File: config.mk
export PLATFORM = sky130hd
export DESIGN_NAME = ps2_key_event_ctrl
export DESIGN_NICKNAME = d
export VERILOG_FILES = /design/src/rtl/ps2_pkg.sv /design/src/rtl/ps2_byte_fifo.sv /design/src/rtl/ps2_key_event_ctrl.sv
export SDC_FILE = /design/constraint.sdc
export NUM_CORES = 1
export LEC_CHECK = 0
export CORE_MARGIN = 2
export CORE_UTILIZATION = 35
export DETAILED_ROUTE_END_ITERATION = 8
export PLACE_DENSITY = 0.58
export SLEW_MARGIN = 10
export SYNTH_ARGS = -nofsm -noshare
export SYNTH_HDL_FRONTEND = slang
export SYNTH_SLANG_ARGS = --single-unit
File: constraint.sdc
create_clock -name clk -period 3.9 [get_ports clk]
set_clock_uncertainty 0.2 [all_clocks]
set_input_delay 0.975 -clock clk [delete_from_list [all_inputs] [get_ports clk]]
set_output_delay 0.975 -clock clk [all_outputs]
set_load 0.01 [all_outputs]
File: src/rtl/ps2_pkg.sv
// Shared constants, state encoding and event record for the PS/2 key event path.
package ps2_pkg;

    localparam logic [7:0] PS2_PREFIX_EXT = 8'hE0;
    localparam logic [7:0] PS2_PREFIX_BRK = 8'hF0;

    // Keyboard status/reply bytes that carry no key information outside a prefix
    localparam logic [7:0] PS2_DISC_NUL    = 8'h00;
    localparam logic [7:0] PS2_DISC_BAT_OK = 8'hAA;
    localparam logic [7:0] PS2_DISC_ECHO   = 8'hEE;
    localparam logic [7:0] PS2_DISC_ACK    = 8'hFA;
    localparam logic [7:0] PS2_DISC_RESEND = 8'hFE;
    localparam logic [7:0] PS2_DISC_ERR    = 8'hFF;

    typedef enum logic [1:0] {
        S_IDLE    = 2'd0,
        S_BRK     = 2'd1,
        S_EXT     = 2'd2,
        S_EXT_BRK = 2'd3
    } ps2_state_e;

    typedef struct packed {
        logic [7:0] code;
        logic       ext;
        logic       brk;
        logic       rep;
    } key_evt_t;

    function automatic logic is_discard(input logic [7:0] b);
        logic r;
        case (b)
            PS2_DISC_NUL, PS2_DISC_BAT_OK, PS2_DISC_ECHO,
            PS2_DISC_ACK, PS2_DISC_RESEND, PS2_DISC_ERR: r = 1'b1;
            default:                                     r = 1'b0;
        endcase
        return r;
    endfunction

endpackage

File: src/rtl/ps2_byte_fifo.sv
// First-word-fall-through byte FIFO; a push while full is accepted only
// when a pop frees a slot in the same cycle.
module ps2_byte_fifo #(
    parameter int DEPTH = 4,
    parameter int WIDTH = 8
) (
    input  logic             clk,
    input  logic             resetn,
    input  logic             push,
    input  logic [WIDTH-1:0] push_data,
    input  logic             pop,
    output logic [WIDTH-1:0] head,
    output logic             empty,
    output logic             full
);

    localparam int AW = $clog2(DEPTH);
    localparam logic [AW:0] PTR_ONE = {{AW{1'b0}}, 1'b1};

    logic [WIDTH-1:0] mem_q [DEPTH];
    logic [AW:0]      wr_ptr_q, wr_ptr_d;
    logic [AW:0]      rd_ptr_q, rd_ptr_d;
    logic             wr_en_s, rd_en_s;

    // Extra pointer MSB distinguishes full from empty when the indices meet.
    assign empty   = (wr_ptr_q == rd_ptr_q);
    assign full    = (wr_ptr_q[AW] != rd_ptr_q[AW]) && (wr_ptr_q[AW-1:0] == rd_ptr_q[AW-1:0]);
    assign rd_en_s = pop && !empty;
    assign wr_en_s = push && (!full || rd_en_s);
    assign head    = mem_q[rd_ptr_q[AW-1:0]];

    // Pointer next-state
    always_comb begin
        wr_ptr_d = wr_ptr_q;
        rd_ptr_d = rd_ptr_q;
        if (wr_en_s) begin
            wr_ptr_d = wr_ptr_q + PTR_ONE;
        end else begin
            wr_ptr_d = wr_ptr_q;
        end
        if (rd_en_s) begin
            rd_ptr_d = rd_ptr_q + PTR_ONE;
        end else begin
            rd_ptr_d = rd_ptr_q;
        end
    end

    // Pointer registers
    always_ff @(posedge clk) begin
        if (!resetn) begin
            wr_ptr_q <= '0;
            rd_ptr_q <= '0;
        end else begin
            wr_ptr_q <= wr_ptr_d;
            rd_ptr_q <= rd_ptr_d;
        end
    end

    // Storage array; contents are don't-care until written
    always_ff @(posedge clk) begin
        if (wr_en_s) begin
            mem_q[wr_ptr_q[AW-1:0]] <= push_data;
        end
    end

endmodule

File: src/rtl/ps2_key_event_ctrl.sv
// Turns the PS/2 scancode byte stream into press/release key events with a
// ready/valid output, held-key tracking and a press counter.
module ps2_key_event_ctrl
    import ps2_pkg::*;
#(
    parameter int FIFO_DEPTH = 4,
    parameter bit REPEAT_EN  = 1'b0
) (
    input  logic       clk,
    input  logic       resetn,
    input  logic       rx_valid,
    input  logic [7:0] rx_data,
    output logic       evt_valid,
    input  logic       evt_ready,
    output logic [7:0] evt_code,
    output logic       evt_ext,
    output logic       evt_break,
    output logic       evt_repeat,
    output logic [7:0] held_code,
    output logic       seg_en,
    output logic [7:0] press_cnt,
    output logic       rx_overflow
);

    ps2_state_e state_q, state_d;
    key_evt_t   evt_q, evt_d, new_evt_s;
    logic       evt_valid_q, evt_valid_d;
    logic [7:0] held_code_q, held_code_d;
    logic       held_ext_q, held_ext_d;
    logic       seg_en_q, seg_en_d;
    logic [7:0] press_cnt_q, press_cnt_d;
    logic       rx_overflow_q, rx_overflow_d;

    logic [7:0] fifo_head_s;
    logic       fifo_empty_s, fifo_full_s;
    logic       slot_free_s, pop_s, load_s;
    logic       ext_s, brk_s, match_s;

    assign slot_free_s = !evt_valid_q || evt_ready;
    assign pop_s       = !fifo_empty_s && slot_free_s;

    ps2_byte_fifo #(
        .DEPTH (FIFO_DEPTH),
        .WIDTH (8)
    ) u_fifo (
        .clk       (clk),
        .resetn    (resetn),
        .push      (rx_valid),
        .push_data (rx_data),
        .pop       (pop_s),
        .head      (fifo_head_s),
        .empty     (fifo_empty_s),
        .full      (fifo_full_s)
    );

    // Prefix flags carried by the current decoder state
    always_comb begin
        ext_s = 1'b0;
        brk_s = 1'b0;
        case (state_q)
            S_IDLE:    begin ext_s = 1'b0; brk_s = 1'b0; end
            S_BRK:     begin ext_s = 1'b0; brk_s = 1'b1; end
            S_EXT:     begin ext_s = 1'b1; brk_s = 1'b0; end
            S_EXT_BRK: begin ext_s = 1'b1; brk_s = 1'b1; end
            default:   begin ext_s = 1'b0; brk_s = 1'b0; end
        endcase
    end

    assign match_s = seg_en_q && (held_code_q == fifo_head_s) && (held_ext_q == ext_s);

    // Decoder: prefix sequencing, held-key tracking and press counting
    always_comb begin
        state_d     = state_q;
        held_code_d = held_code_q;
        held_ext_d  = held_ext_q;
        seg_en_d    = seg_en_q;
        press_cnt_d = press_cnt_q;
        load_s      = 1'b0;
        new_evt_s   = '{code: fifo_head_s, ext: ext_s, brk: brk_s, rep: 1'b0};
        if (!pop_s) begin
            state_d = state_q;
        end else if (fifo_head_s == PS2_PREFIX_EXT) begin
            state_d = S_EXT;
        end else if (fifo_head_s == PS2_PREFIX_BRK) begin
            case (state_q)
                S_IDLE:  state_d = S_BRK;
                S_EXT:   state_d = S_EXT_BRK;
                default: state_d = state_q;
            endcase
        end else if ((state_q == S_IDLE) && is_discard(fifo_head_s)) begin
            state_d = state_q;
        end else begin
            state_d = S_IDLE;
            if (brk_s) begin
                load_s   = 1'b1;
                seg_en_d = match_s ? 1'b0 : seg_en_q;
            end else if (match_s) begin
                // Typematic repeat of the held key: never counted
                load_s        = REPEAT_EN;
                new_evt_s.rep = 1'b1;
            end else begin
                load_s      = 1'b1;
                held_code_d = fifo_head_s;
                held_ext_d  = ext_s;
                seg_en_d    = 1'b1;
                press_cnt_d = press_cnt_q + 8'd1;
            end
        end
    end

    // Output slot: load on decode, otherwise hold until accepted
    always_comb begin
        evt_d         = evt_q;
        evt_valid_d   = evt_valid_q;
        rx_overflow_d = rx_overflow_q | (rx_valid && fifo_full_s && !pop_s);
        if (load_s) begin
            evt_d       = new_evt_s;
            evt_valid_d = 1'b1;
        end else if (evt_ready) begin
            evt_valid_d = 1'b0;
        end else begin
            evt_valid_d = evt_valid_q;
        end
    end

    // State and output registers
    always_ff @(posedge clk) begin
        if (!resetn) begin
            state_q       <= S_IDLE;
            evt_q         <= '0;
            evt_valid_q   <= 1'b0;
            held_code_q   <= 8'h00;
            held_ext_q    <= 1'b0;
            seg_en_q      <= 1'b0;
            press_cnt_q   <= 8'h00;
            rx_overflow_q <= 1'b0;
        end else begin
            state_q       <= state_d;
            evt_q         <= evt_d;
            evt_valid_q   <= evt_valid_d;
            held_code_q   <= held_code_d;
            held_ext_q    <= held_ext_d;
            seg_en_q      <= seg_en_d;
            press_cnt_q   <= press_cnt_d;
            rx_overflow_q <= rx_overflow_d;
        end
    end

    assign evt_valid   = evt_valid_q;
    assign evt_code    = evt_q.code;
    assign evt_ext     = evt_q.ext;
    assign evt_break   = evt_q.brk;
    assign evt_repeat  = evt_q.rep;
    assign held_code   = held_code_q;
    assign seg_en      = seg_en_q;
    assign press_cnt   = press_cnt_q;
    assign rx_overflow = rx_overflow_q;

endmodule

==> impl_metrics.py, run 1 <==
metrics = {
    "pwr": {
        "p_clk_share_pct": 23.8,
        "swShare_pct": 33.4,
        "peakVddDrop_mv": 0.268,
        "power.leakage_nw": 1.36,
        "p_int_mw": 1.82,
        "power_switching_uw": 915,
        "power_frac_comb_pct": 36.5,
        "power.density_nw_per_um2": 710,
        "total_power_mw": 2.74,
        "seq_power_share_pct": 39.7,
    },
    "die": {
        "die_w_um": 98.6,
        "ioPinCount": 42,
        "initial_core_util_pct": 36.1,
        "core_sq_um": 8680,
        "die_area_sq_um": 9720,
        "rows": 34,
        "die_h_um": 98.6,
    },
    "timing": {
        "slew_viol_final": 0,
        "tightest_slew_ps": 537,
        "maxSlewHeadroom_pct": 64.1,
        "rsz0062_at_grt": "false",
        "setup_viol": 0,
        "fmax_ghz": 0.316,
        "timing.final.ws_setup_ps": 731,
        "fin_hold_ws_ps": 265,
        "setup-tns-final_ps": 0,
        "hold_viol_final": 0,
        "period_minus_slack_ps": 3170,
        "fin_crit_sh_pct": 81.3,
    },
    "cells_and_area": {
        "regArea_sq_um": 1780,
        "multi_input_area_sq_um": 1250,
        "fill_cells": 837,
        "layoutNonFillerInstCount": 416,
        "final_util_pct": 44.5,
        "antenna_cells": 0,
        "drive_above_1_share_pct": 10.7,
        "postLayoutCellArea_sq_um": 3860,
        "final_nets": 322,
        "area_delta_synth_final_pct": 23.2,
    },
    "synth": {
        "yosysTopAreaCell": "edfxtp_1",
        "syn_area_per_cell_sq_um": 12.2,
        "syn_inst": 257,
        "ys_warn_count": 0,
        "synth.area.top_cells": "edfxtp_1, dfxtp_1, mux2i_1, mux4_2, nand2_1",
        "synthArstFlopShare_pct": 0,
        "synth_edf_count": 32,
        "synth_ff_type": "dfxtp_1",
        "ys_ff_latch": 73,
        "synth_cell_types": 39,
        "yosysTopAreaCellShare_pct": 30.7,
        "syn_area_sq_um": 3130,
        "ys_seq_area_share_pct": 56.9,
        "synthesis.nets": 276,
    },
    "clock_network": {
        "clock-sinks": 73,
        "cts_tree": "done",
        "ctsResizeCount": 0,
        "cts_root_buffer": "clkbuf_8",
        "cts.reportedPaths.clkPinSlew_ps": 80,
        "clk_path_buf_depth": 2,
        "holdBufCountCts": 0,
        "postCtsSetupBuffers": 0,
        "numCtsBuffers": 9,
        "insertion_delay_ps": 340,
        "htree_num_levels": 3,
    },
    "critical_path": {
        "cp.arrival_ps": 3250,
        "path_max_fanout": 11,
        "critical_path_class": "reg -> reg",
        "required_ps": 3980,
        "endpoint_kind": "flip-flop",
        "worstRegToRegCells": 7,
        "critPathLaunchType": "flip-flop",
    },
    "drt": {
        "drtIter0Drc": 77,
        "dr.pass1.iters": 5,
        "post_drt_wl_per_cell_um": 14.8,
        "antenna_left": 0,
        "drc_errors": 0,
        "vias_per_cell": 5.03,
        "detailroute.via_count": 2094,
        "drt-total-wl_mm": 6.15,
    },
    "global_route": {
        "antenna_found_initial": 0,
        "grt_pass1_vias": 2021,
        "grt_pass1_wl_mm": 10.1,
        "overflow": 0,
        "grt_usage_pct": 13.3,
        "grt_max_degree": 32,
    },
    "worst_hold_path": {
        "hold-path-cell-count": 2,
        "hold_class": "reg -> reg",
        "hold_path.startpoint": "evt_code[6]$_SDFFE_PN0P_",
    },
    "status": {
        "status": "complete, no violations",
    },
    "placed_design": {
        "dp_hpwl_mm": 4.31,
        "gp_congestion": 0.736,
        "place_ws_ps": 683,
        "dp_cells": 400,
        "placed_area_sq_um": 3640,
        "portBuffers": 41,
    },
    "job": {
        "cap_violations": 0,
    },
}
## synthesized netlist by cell type, types with 2 or more instances
cell type	number
dfxtp_1	41
nor2_1	11
a21oi_1	7
nor4_1	3
nand2b_1	5
xor2_1	2
and2_1	5
inv_1	7
o31ai_1	4
nand4_1	5
nand3_1	5
xnor2_1	14
and3_1	2
a31oi_1	2
mux4_2	8
edfxtp_1	32
or4_1	8
nand2_1	38
ha_1	7
buf_6	4
nor2b_1	2
mux2i_1	23
clkbuf_1	6
## cells in the final DEF, fill, tap and decap left out, drive strengths merged, types with 3 or more instances in the layout
cell type and n:
dfxtp 41, clkdlybuf4s50 41, clkinv 5, mux4 8
nor4 3, nand2b 5, clkbuf 9, a21oi 7
buf 5, ha 7, o31ai 4, inv 7
nor2 12, nand3 5, xnor2 14, nand4 5
edfxtp 32, nand2 38, mux2i 23, and2 6
or4 8
## cell type report
cell class / instances / share of cell area, %
Clock buffer: 9 / 3.21
Clock inverter: 7 / 2.46
Inverter: 7 / 0.681
Multi-Input combinational cell: 166 / 32.4
Sequential cell: 73 / 46.2
Tap cell: 108 / 3.50
Timing Repair Buffer: 46 / 11.6
## cell families (layout without fill, tap and decap cells)
| group | count (synthesis) | count (layout) | share of synthesized area [%] |
|---|---|---|---|
| muxes | 31 | 31 | 13.1 |
| adders and majority gates | 7 | 7 | 2.80 |
| AOI/OAI and AO/OA | 24 | 24 | 5.35 |
| buffers and inverters | 18 | 69 | 3.24 |
| DFF | 73 | 73 | 56.9 |
| and+or+nand+nor | 88 | 88 | 14.1 |
| xor gates and xnor gates | 16 | 16 | 4.47 |
## per-layer routing
layer,part of all wire (%),GRT usage (%),wire [um]
met5,0,0,0
met4,1.5,4.74,94
met3,4.5,3.97,274
met2,49,22.1,2990
met1,45,16.4,2790
## power groups by stage
stage          Sequential, mW  Combinational, mW  Clock (mW)
6_report                 1.09               1.00       0.652
5_1_grt                  1.12               1.10       0.701
2_1_floorplan            1.10              0.668           0
3_3_place_gp             1.11              0.994           0
3_5_place_dp             1.11               1.01           0
4_1_cts                  1.09               1.02       0.669
## worst paths after layout
kind,slack (ps),to
worst min register to register,260,evt_code[6]$_SDFFE_PN0P_
worst max-delay path,730,evt_code[2]$_SDFFE_PN0P_
worst max register to register,730,evt_code[2]$_SDFFE_PN0P_
worst min-delay path,260,evt_code[6]$_SDFFE_PN0P_
## state kept, by name, summed over array words and instances (netlist names), named ones only
name,count
evt_break,1
evt_code,8
evt_ext,1
evt_repeat,1
evt_valid,1
held_code,8
held_ext_q,1
press_cnt,8
rx_overflow,1
seg_en,1
state_q,2
u_fifo.mem_q,32
u_fifo.rd_ptr_q,3
u_fifo.wr_ptr_q,3
## worst max-delay path: stages, from the launching register on
cell,delay [ps]
dfxtp_1,660
mux4_2,650
or4_1,540
a211o_1,330
and2_4,180
o21ai_2,100
buf_4,230
mux2i_1,210
(Power assumes the default switching activity.)
==> inputs of run 2 (changes only) <==
--- a/config.mk
+++ b/config.mk
@@ -8,7 +8,7 @@
 export CORE_MARGIN = 2
 export CORE_UTILIZATION = 35
 export DETAILED_ROUTE_END_ITERATION = 8
-export PLACE_DENSITY = 0.58
+export PLACE_DENSITY = 0.6
 export SLEW_MARGIN = 10
 export SYNTH_ARGS = -nofsm -noshare
 export SYNTH_HDL_FRONTEND = slang
==> constraint.sdc (replaced) <==
create_clock -name clk -period 2.6 [get_ports clk]
set_clock_uncertainty 0.2 [all_clocks]
set_input_delay 0.65 -clock clk [delete_from_list [all_inputs] [get_ports clk]]
set_output_delay 0.65 -clock clk [all_outputs]
set_load 0.01 [all_outputs]
==> run 2 against run 1 <==
The run now ends with setup timing left. Core utilization increased by 4.2 points. Non-clock buffer count increased by 28. Total power increased by 65%. Largest power group is now combinational logic. Critical path type unchanged. Clock power increased by 47%. Cell area increased by 9.4%. Die area unchanged. Count of clock-buffer cells in the layout unchanged. Sequential share of layout area decreased by 3.9 points. Register-to-register slack got worse by 890 ps. Final cell count increased by 7.0%.
==> impl_metrics.py, run 2 (same netlist as run 1, synthesis figures left out) <==
metrics = {
    "cells_and_area": {
        "area_delta_synth_final_pct": 34.8,
        "largest_reg_flops": 32,
        "fill_cells": 820,
        "antenna_cells": 0,
        "layoutNonFillerInstCount": 445,
        "postLayoutCellArea_sq_um": 4220,
        "layout_common_cells": "clkdlybuf4s50_1, dfxtp_1, nand2_1, edfxtp_1, buf_4",
        "layout_commonest_cell": "clkdlybuf4s50_1",
        "final_nets": 351,
        "drive_above_1_share_pct": 21.4,
    },
    "die": {
        "rows": 34,
        "core_sq_um": 8680,
        "die_w_um": 98.6,
        "ioPinCount": 42,
        "die_h_um": 98.6,
        "die_area_sq_um": 9720,
        "initial_core_util_pct": 36.1,
    },
    "drt": {
        "drtIter0Drc": 65,
        "post_drt_wl_per_cell_um": 14.1,
        "antenna_left": 0,
        "drt-total-wl_mm": 6.26,
        "vias_per_cell": 4.91,
        "dr.pass1.iters": 4,
        "detailroute.via_count": 2186,
        "drc_errors": 0,
    },
    "clock_network": {
        "clk_path_buf_depth": 2,
        "cts_root_buffer": "clkbuf_8",
        "cts.reportedPaths.clkPinSlew_ps": 80,
        "cts_tree": "done",
        "clock-sinks": 73,
        "numCtsBuffers": 9,
        "insertion_delay_ps": 340,
        "htree_num_levels": 3,
    },
    "timing": {
        "period_minus_slack_ps": 2760,
        "setup-tns-final_ps": -2440,
        "slew_viol_final": 0,
        "timing.final.ws_setup_ps": -158,
        "fin_hold_ws_ps": 266,
        "fin_crit_sh_pct": 106,
        "setup_viol": 30,
        "tightest_slew_ps": 508,
        "rsz0062_at_grt": "true",
        "hold_viol_final": 0,
        "fmax_ghz": 0.363,
        "maxSlewHeadroom_pct": 66.1,
    },
    "placed_design": {
        "gp_congestion": 0.791,
        "placed_area_sq_um": 3880,
        "dp_hpwl_mm": 4.32,
        "portBuffers": 41,
        "dp_cells": 424,
        "place_ws_ps": -314,
    },
    "pwr": {
        "power.leakage_nw": 1.53,
        "power.density_nw_per_um2": 1070,
        "peakVddDrop_mv": 0.354,
    },
    "critical_path": {
        "critPathLaunchType": "flip-flop",
        "endpoint_kind": "flip-flop",
        "critical_path_class": "reg -> reg",
        "required_ps": 2670,
        "cp.arrival_ps": 2830,
        "path_max_fanout": 8,
    },
    "job": {
        "cap_violations": 0,
    },
    "global_route": {
        "grt_pass1_vias": 2220,
        "grt_usage_pct": 13.8,
        "antenna_found_initial": 0,
        "grt_max_degree": 37,
        "grt_pass1_wl_mm": 10.6,
        "overflow": 0,
    },
    "status": {
        "violations": "setup timing",
        "status": "finished, violations left",
    },
    "worst_hold_path": {
        "hold_class": "reg -> reg",
    },
}
-- run 2: critical path, stage by stage, from the launching register on --
cell	delay, ps
dfxtp_4	440
mux4_2	590
or4_1	590
o21a_1	230
nor2b_2	190
buf_4	140
a21bo_2	210
a21oi_1	110
-- run 2: timing repair --
item                                    CTS  global route
gates resized for setup                  14             2
endpoints found under the setup margin   30            30
buffers inserted                          2             2
gates cloned                              0             1
hold buffers                              0             0
pin swaps                                 8             3
-- run 2: routing by layer --
| metal | global-route usage, % | share of wire (%) | vias up |
|---|---|---|---|
| li1 | - | - | 1080 |
| met1 | 17.4 | 44 | 1048 |
| met2 | 22.0 | 50 | 47 |
| met3 | 4.04 | 4.9 | 11 |
| met4 | 6.22 | 1.9 | 0 |
| met5 | 0 | 0 | - |
-- run 2: layout make-up --
cell class / instances / area (sq um) / share of cell area, %
clock buffers: 9 / 124 / 2.94
clock inverters: 7 / 93.8 / 2.22
inverters: 7 / 26.3 / 0.623
multi-input cells: 167 / 1320 / 31.3
flip-flops and latches: 73 / 1790 / 42.3
well taps: 108 / 135 / 3.20
repair buffers: 74 / 736 / 17.4
-- run 2: final timing paths --
| kind | endpoint | slack (ps) | cells after the start | from |
|---|---|---|---|---|
| hold / removal | evt_code[2]$_SDFFE_PN0P_ | 270 | 2 | evt_code[2]$_SDFFE_PN0P_ |
| setup / recovery | evt_break$_SDFFE_PN0P_ | -160 | 7 | flip-flop |
| setup reg to reg | evt_break$_SDFFE_PN0P_ | -160 | 7 | flip-flop |
| hold reg to reg | evt_code[2]$_SDFFE_PN0P_ | 270 | 2 | evt_code[2]$_SDFFE_PN0P_ |
-- run 2: where the power goes --
part           switching, mW  internal [mW]
Sequential             0.205           1.42
Combinational          0.847           1.08
Clock                  0.420          0.539
Total                   1.47           3.04
-- run 2: through the flow --
| step | utilization, % | power [mW] |
|---|---|---|
| 6_report | 48.6 | 4.52 |
| 5_1_grt | 48.6 | 4.80 |
| 4_1_cts | 48.3 | 4.50 |
| 3_5_place_dp | 44.8 | 3.42 |
| 3_3_place_gp | 44.8 | 3.39 |
| 2_1_floorplan | - | 2.65 |
